==> config.mk <==
export PLATFORM = sky130hd
export DESIGN_NAME = fft_frame_feeder
export DESIGN_NICKNAME = d
export VERILOG_FILES = /design/src/rtl/fft_pkg.sv /design/src/rtl/fft_bitrev_index.sv /design/src/rtl/fft_frame_feeder.sv
export SDC_FILE = /design/constraint.sdc
export NUM_CORES = 1
export LEC_CHECK = 0
export CAP_MARGIN = 15
export CORE_MARGIN = 2
export CORE_UTILIZATION = 50
export CTS_CLUSTER_SIZE = 8
export DETAILED_ROUTE_END_ITERATION = 6
export GPL_ROUTABILITY_DRIVEN = 0
export PLACE_DENSITY_LB_ADDON = 0.2
export SLEW_MARGIN = 10
export SYNTH_ARGS = -nofsm -noshare
export SYNTH_HDL_FRONTEND = slang
export SYNTH_SLANG_ARGS = --single-unit
==> constraint.sdc <==
create_clock -name clk -period 2.11 [get_ports clk]
set_clock_uncertainty 0.15 [all_clocks]
set_input_delay 0.422 -clock clk [delete_from_list [all_inputs] [get_ports clk]]
set_output_delay 0.422 -clock clk [all_outputs]
set_load 0.005 [all_outputs]
==> src/rtl/fft_pkg.sv <==
// Shared definitions for the FFT frame feeder.
// Holds the default frame geometry (N, LOG2N, SAMPLE_W), the complex output
// word width and the read-side FSM state encoding.
package fft_pkg;

  localparam int unsigned FFT_N        = 16;
  localparam int unsigned FFT_LOG2N    = 4;
  localparam int unsigned FFT_SAMPLE_W = 12;
  // Complex word: real in the upper half, imaginary in the lower half.
  localparam int unsigned FFT_CPLX_W   = 2 * FFT_SAMPLE_W;

  // IDLE: no frame held; PEND: frame complete, waiting for fft_ready;
  // STREAM: emitting the held frame one word per cycle.
  typedef enum logic [1:0] {
    StIdle   = 2'd0,
    StPend   = 2'd1,
    StStream = 2'd2
  } rd_state_e;

endpackage

==> src/rtl/fft_bitrev_index.sv <==
// Combinational bit reversal of a W-bit index (radix-2 DIT input ordering).
// Ports:
//   idx  - natural-order index
//   rev  - idx with its bit order reversed
module fft_bitrev_index #(
  parameter int unsigned W = 4
) (
  input  logic [W-1:0] idx,
  output logic [W-1:0] rev
);

  always_comb begin
    rev = '0;
    for (int i = 0; i < W; i++) begin
      rev[i] = idx[W-1-i];
    end
  end

endmodule

==> src/rtl/fft_frame_feeder.sv <==
// Ping-pong frame buffer between a real sample stream and an FFT core.
// Samples are written into one bank while the other, once complete, is streamed
// out as N consecutive complex words (imaginary part zero). A frame that
// completes while the previous one is still held is discarded and counted.
// Configuration macro: FFT_FEEDER_BITREV_EN -- when defined the frame is read in
// bit-reversed address order; otherwise in natural order.
// Ports:
//   clk, reset_n  - clock, asynchronous active-low reset
//   sample_in     - unsigned real sample, accepted when sample_nd is high
//   sample_nd     - new-sample strobe
//   fft_ready     - downstream FFT can accept a new frame
//   frame_out     - {real, 0} complex word, zero while frame_nd is low
//   frame_nd      - frame_out valid, N consecutive cycles per frame
//   frame_start   - marks the first word of a frame
//   frame_drop    - one-cycle pulse when a completed frame is discarded
//   drop_count    - saturating count of dropped frames
module fft_frame_feeder
  import fft_pkg::*;
#(
  parameter int unsigned N        = FFT_N,
  parameter int unsigned LOG2N    = FFT_LOG2N,
  parameter int unsigned SAMPLE_W = FFT_SAMPLE_W
) (
  input  logic                  clk,
  input  logic                  reset_n,
  input  logic [SAMPLE_W-1:0]   sample_in,
  input  logic                  sample_nd,
  input  logic                  fft_ready,
  output logic [2*SAMPLE_W-1:0] frame_out,
  output logic                  frame_nd,
  output logic                  frame_start,
  output logic                  frame_drop,
  output logic [7:0]            drop_count
);

  // Both banks in one array, addressed as {bank, index}.
  logic [SAMPLE_W-1:0] mem [2*N];

  rd_state_e        state;
  logic [LOG2N-1:0] wr_idx;
  logic [LOG2N-1:0] rd_idx;
  logic             wr_bank;
  logic             rd_bank;

  logic             wr_last;
  logic             rd_last;
  logic             swap;
  logic [LOG2N-1:0] rd_ptr;
  logic [LOG2N-1:0] rd_addr;
  logic [SAMPLE_W-1:0] rd_word;

  always_comb begin
    wr_last = sample_nd && (wr_idx == LOG2N'(N - 1));
    rd_last = (state == StStream) && (rd_idx == LOG2N'(N - 1));
    // A completed write bank is taken over only if the read side is free now,
    // or frees up on this very edge (back-to-back frames).
    swap    = wr_last && ((state == StIdle) || rd_last);
    // Word 0 is fetched on the PEND -> STREAM edge.
    rd_ptr  = (state == StStream) ? rd_idx : '0;
  end

`ifdef FFT_FEEDER_BITREV_EN
  fft_bitrev_index #(
    .W (LOG2N)
  ) u_bitrev (
    .idx (rd_ptr),
    .rev (rd_addr)
  );
`else
  assign rd_addr = rd_ptr;
`endif

  assign rd_word = mem[{rd_bank, rd_addr}];

  // Sample storage is not reset; stale contents are never read out.
  always_ff @(posedge clk) begin
    if (sample_nd) begin
      mem[{wr_bank, wr_idx}] <= sample_in;
    end
  end

  always_ff @(posedge clk or negedge reset_n) begin
    if (!reset_n) begin
      state       <= StIdle;
      wr_idx      <= '0;
      rd_idx      <= '0;
      wr_bank     <= 1'b0;
      rd_bank     <= 1'b0;
      frame_out   <= '0;
      frame_nd    <= 1'b0;
      frame_start <= 1'b0;
      frame_drop  <= 1'b0;
      drop_count  <= '0;
    end else begin
      frame_out   <= '0;
      frame_nd    <= 1'b0;
      frame_start <= 1'b0;
      frame_drop  <= 1'b0;

      if (sample_nd) begin
        wr_idx <= wr_idx + 1'b1;
      end

      if (swap) begin
        wr_bank <= ~wr_bank;
        rd_bank <= wr_bank;
      end else if (wr_last) begin
        // Read side busy: discard, keep refilling the same bank from index 0.
        frame_drop <= 1'b1;
        if (drop_count != 8'hFF) begin
          drop_count <= drop_count + 8'd1;
        end
      end

      unique case (state)
        StIdle: begin
          if (swap) begin
            state <= StPend;
          end
        end
        StPend: begin
          if (fft_ready) begin
            state       <= StStream;
            rd_idx      <= LOG2N'(1);
            frame_out   <= {rd_word, {SAMPLE_W{1'b0}}};
            frame_nd    <= 1'b1;
            frame_start <= 1'b1;
          end
        end
        StStream: begin
          frame_out <= {rd_word, {SAMPLE_W{1'b0}}};
          frame_nd  <= 1'b1;
          rd_idx    <= rd_idx + 1'b1;
          if (rd_last) begin
            state <= swap ? StPend : StIdle;
          end
        end
        default: state <= StIdle;
      endcase
    end
  end

endmodule

* Word-level counts from Yosys, hierarchy flattened
Memory sizes are Yosys's and may differ from the RTL's. Index checks and enable logic that the tools add are counted.
Word-level totals: flip-flop bits (word level) 47, bits in latches 0, memory bits (writable) 384, ROM bits 0, input bits 16, word-level logic and storage cells 50, memories 1
Cells by class: add/sub/neg operators 3, multiply operators 0, div/mod/pow operators 0, $lt $le $gt $ge 0, equal/unequal tests 8, shifts and indexed selects 0, multiplexer cells 17, bitwise gates (word level) 2, reduce and logical (&&, ||, !) cells 9
Memories:
- mem | words 32, width 12, read ports 1, clocked after memory_dff 0, wr ports 1, RTL line fft_frame_feeder.sv:37 | logic [SAMPLE_W-1:0] mem [2*N];
Operator list (number):
- $pmux 24 s2 | 1
- $mux 24 | 1
- $add 4x1->4 const B | 2
- $add 8x1->8 const B | 1
- $eq 4x4->1 const B | 2
- $mux 4 | 2
- $ne 8x8->1 const B | 1
- $pmux 4 s2 | 1
- $mux 1 | 7
- $mux 2 | 3
- $ne 2x2->1 const B | 3
- $pmux 2 s3 | 1
- $reduce_and 3->1 | 2
- $logic_and 1x1->1 | 3
- $eq 2x1->1 const B | 1
- $eq 2x2->1 const B | 1
- $logic_not 2->1 | 1
- $not 1->1 | 2
- $pmux 1 s2 | 1
- $reduce_and 2->1 | 1
- $reduce_bool 2->1 | 1
- $logic_or 1x1->1 | 1

* Logic depth before layout (Yosys ltp)
word-level depth 7, gate-level depth with buffers 9

* Worst setup path before layout
Ideal clock, no wire load.
path kind register -> register, from register wr_idx[0], to memory mem[14][0] (netlist bit), enable pin, library setup time 396 ps, data arrival time 1693 ps, required time 1564 ps, slack -130 ps, stages on the path, launching flop included 5, buffers on the path 0, clock period less this slack 2240 ps, cell sequence dfrtp_1 inv_1 ha_1 nand2_1 nor3_1
RTL lines:
- start: declaration | RTL line fft_frame_feeder.sv:40 | logic [LOG2N-1:0] wr_idx;
- start signal: assignment | RTL line fft_frame_feeder.sv:101 | wr_idx <= wr_idx + 1'b1;
- end: declaration | RTL line fft_frame_feeder.sv:37
Straight into the memory's write port.

* Final worst setup path
from register rd_idx[0], to register frame_out[21]
On the way: longest elaborated chain between the ends 4
Ends and longest elaborated chain:
- start: declaration | RTL line fft_frame_feeder.sv:41 | logic [LOG2N-1:0] rd_idx;
- start signal: assignment | RTL line fft_frame_feeder.sv:133 | rd_idx <= rd_idx + 1'b1;
- $mux 4 (*) | RTL line fft_frame_feeder.sv:59 | rd_ptr = (state == StStream) ? rd_idx : '0;
- $mem_v2 32x12 (*)
- $mux 24 | RTL line fft_frame_feeder.sv:122 | if (fft_ready) begin
- $pmux 24 s2 (*) | RTL line fft_frame_feeder.sv:115 | unique case (state)
- end signal: assignment | RTL line fft_frame_feeder.sv:125 | frame_out <= {rd_word, {SAMPLE_W{1'b0}}};
- end signal: assignment | RTL line fft_frame_feeder.sv:131 | frame_out <= {rd_word, {SAMPLE_W{1'b0}}};
- end: declaration | RTL line fft_frame_feeder.sv:29 | output logic [2*SAMPLE_W-1:0] frame_out,
Mark *: on every way between the ends. The rest lies on a longest branch, timed or not. A chain may end at the register's enable or synchronous reset.

==> flow_metrics.tcl <==
set metrics [dict create \
    setup_viol 14 \
    area_growth_pct 26.36 \
    yosys_warnings 0 \
    start_kind "flip-flop" \
    post_drt_wl_per_cell_um 24.73 \
    fmax_mhz 441.7 \
    synth_cell_types 51 \
    h-tree-depth 2 \
    grt_first_pass_wirelength_um 60390 \
    netSwitchingFraction_pct 26.46 \
    cp-end-kind "flip-flop" \
    avgSynthCellArea_sq_um 17.44 \
    max_stage_delay_ns 0.53 \
    p_leak_nw 7.467 \
    fp.dieH_um 187.4 \
    yosys.area.top_type_share_pct 68.57 \
    p_int_mw 16.84 \
    cts_sinks 419 \
    cts_max_path_buffers 3 \
    switchingPower_mw 6.059 \
    ys_seq_area_share_pct 73.78 \
    synth.largest_area_cell "edfxtp_1" \
    rsz0062_at_grt "true" \
    numCtsBuffers 58 \
    dp.final_hpwl_um 25570 \
    cpMaxStageDelayCell "mux4_2" \
    antenna_cells 0 \
    crit_type "reg2reg" \
    clkTransAtPathRegs_ns 0.05 \
    final_area_sq_um 21250 \
    fp.coreArea_sq_um 33360 \
    powerDensity_nw_per_um2 1078 \
    drive_gt1_share_pct 27.44 \
    regArea_sq_um 12420 \
    antenna_found_initial 2 \
    cts_tree "yes" \
    clk_latency_ns 0.56 \
    total_power_mw 22.90 \
    grtUsageTotal_pct 23.43 \
    synth-async-reset-ratio_pct 8.353 \
    dr.pass1.iters 7 \
    drc 1 \
    wl_um 41000 \
    setup_ws_ns -0.1538 \
    cts-root-buf "clkbuf_16" \
    drtIter0Drc 959 \
    die_w_um 187.4 \
    postLayoutCoreUtil_pct 63.69 \
    overflow 0 \
    grt_max_degree 37 \
    rr_endpoint "frame_out[21]" \
    cp_data_arrival_time_ns 2.55 \
    rows 67 \
    finalMaxSlewViolations 0 \
    synth_area_leaders "edfxtp_1 69%, mux2i_1 7.2%, dfrtp_1 5.2%" \
    first_global_vias 9516 \
    multiInputGateArea_sq_um 4516 \
    hold_viol 0 \
    placed_cell_area_sq_um 18760 \
    tns_ns -1.243 \
    cp.required_ns 2.39 \
    nets 1187 \
    routed_via_density 5.791 \
    fin_cells 1658 \
    finalCritPeriodShare_pct 107.3 \
    drv_cap 0 \
    violations "design-rule violations, negative setup slack" \
    ys_ff_latch 419 \
    placement.io_buffers 38 \
    synthCells 964 \
    power_frac_comb_pct 19.3 \
    fillers 2403 \
    crit_chain "buf_6 > buf_12 > mux4_2 > a2111o_1 > o211ai_2 > o31ai_1" \
    outcome "finished, violations left" \
    worst-path-max-fanout 5 \
    via_count 9602 \
    p_clk_share_pct 37.3 \
    start_util_pct 50.40 \
    min_path_type "in2async" \
    fin_crit_ns 2.264 \
    peakVddDrop_v 0.0007879 \
    worst-r2r-setup-slack_ns -0.15 \
    synth_edf_count 384 \
    synth_top_flop_cell "edfxtp_1" \
    sequentialPowerShare_pct 43.4 \
    antenna_left 0 \
    reg2reg_from "rd_idx[0]" \
    io_pins 51 \
    dp_cells 1530 \
    dieArea_sq_um 35120 \
    reg2reg_depth 6 \
    synth_area_sq_um 16820 \
]
kinds of logic after synthesis:
| group | after synthesis | synth area share (%) |
|---|---|---|
| flip-flops | 419 | 73.78 |
| AO/OA/AOI/OAI | 171 | 8.021 |
| multiplexers | 146 | 10.42 |
| AND/OR/NAND/NOR | 124 | 3.854 |
| buffers and inverters | 82 | 2.589 |
| XOR/XNOR | 11 | 0.5730 |
| adder cells (fa/ha/maj) | 10 | 0.7440 |
| other | 1 | 0.02230 |
power by group through the flow:
stage	clock network, mW	logic (mW)	registers, mW
floorplan	0	2.29	9.96
global placement	0	3.84	10.1
detailed placement	0	3.88	10.1
CTS	8.63	4.13	9.94
global route	9.04	4.69	9.97
finish	8.54	4.42	9.94
worst max-delay path by stage:
stage,from,to,slack (ns),cells past startpoint
after CTS,rd_idx[0],frame_out[12],-0.08,6
final,rd_idx[0],frame_out[21],-0.15,6
after detailed placement,rd_idx[0],frame_out[16],-0.49,4
after global placement,state[0],frame_out[18],-0.74,8
after floorplan,wr_bank,mem[17][0],-0.11,4
after global routing,rd_idx[0],frame_out[20],-0.19,8
Yosys cell counts (19+ instances only):
cell type	number
mux2i_1	121
mux4_2	23
buf_2	21
clkbuf_1	28
edfxtp_1	384
nand2_1	19
nor2_1	39
a211oi_1	23
dfrtp_1	35
nor3b_1	24
o22ai_1	38
o22a_1	34
sequential cells by signal (all words and copies together) (netlist names):
register / count
wr_idx: 4
rd_idx: 4
frame_nd: 1
wr_bank: 1
frame_start: 1
frame_out: 12
mem: 384
rd_bank: 1
frame_drop: 1
state: 2
drop_count: 8
cell usage in the layout, fill, tap and decap left out, types with 8 or more instances in the layout:
master / count
nor3_1: 8
nand2_1: 17
dfrtp_1: 29
mux4_2: 23
o211ai_2: 11
buf_4: 116
buf_12: 26
clkbuf_16: 61
a2111o_1: 11
conb_1: 12
clkbuf_1: 48
mux2i_1: 111
a211oi_1: 23
clkdlybuf4s50_1: 32
ha_1: 8
a21oi_1: 10
o31ai_1: 9
o22ai_1: 23
o22ai_2: 14
buf_6: 10
o22a_1: 33
edfxtp_1: 384
nor2_1: 36
nor3b_1: 22
a2111oi_4: 9
stage by stage:
step | hold WS [ns] | setup WS, ns
2_1_floorplan | -0.02359 | -0.1092
3_3_place_gp | 0.2169 | -0.7375
3_5_place_dp | 0.2256 | -0.4888
4_1_cts | 0.1611 | -0.08021
5_1_grt | 0.2266 | -0.1928
6_report | 0.1752 | -0.1538
worst max-delay path, delay by kind of cell, from the launching register on:
kind            cells  cell delay [ns]
compound gates      3             0.69
buf+inv             2             0.28
flops               1             0.47
mux                 1             0.53
final cells by class:
class                      instances  share of cell area [%]
multi-input combinational        474                   21.25
tap                              448                   2.638
sequential                       419                   58.45
inverter                           9                  0.1708
clock inverter                     1                 0.04122
timing repair buffer             199                   9.539
clock buffer                     108                   7.914
what timing repair did:
action	in CTS	in global routing
pin swaps	18	33
resized for setup	64	72
gates cloned	2	1
setup buffers	5	11
hold buffers	1	0
endpoints found under the hold margin	16	0
endpoints found under the setup margin	25	24
metal layers:
layer	GRT usage, %	wire length [um]
met4	7.601	995
met2	38.52	20410
met1	31.46	16860
met3	5.009	2723
met5	0	0
No activity file was read; power rests on OpenSTA's default activity.
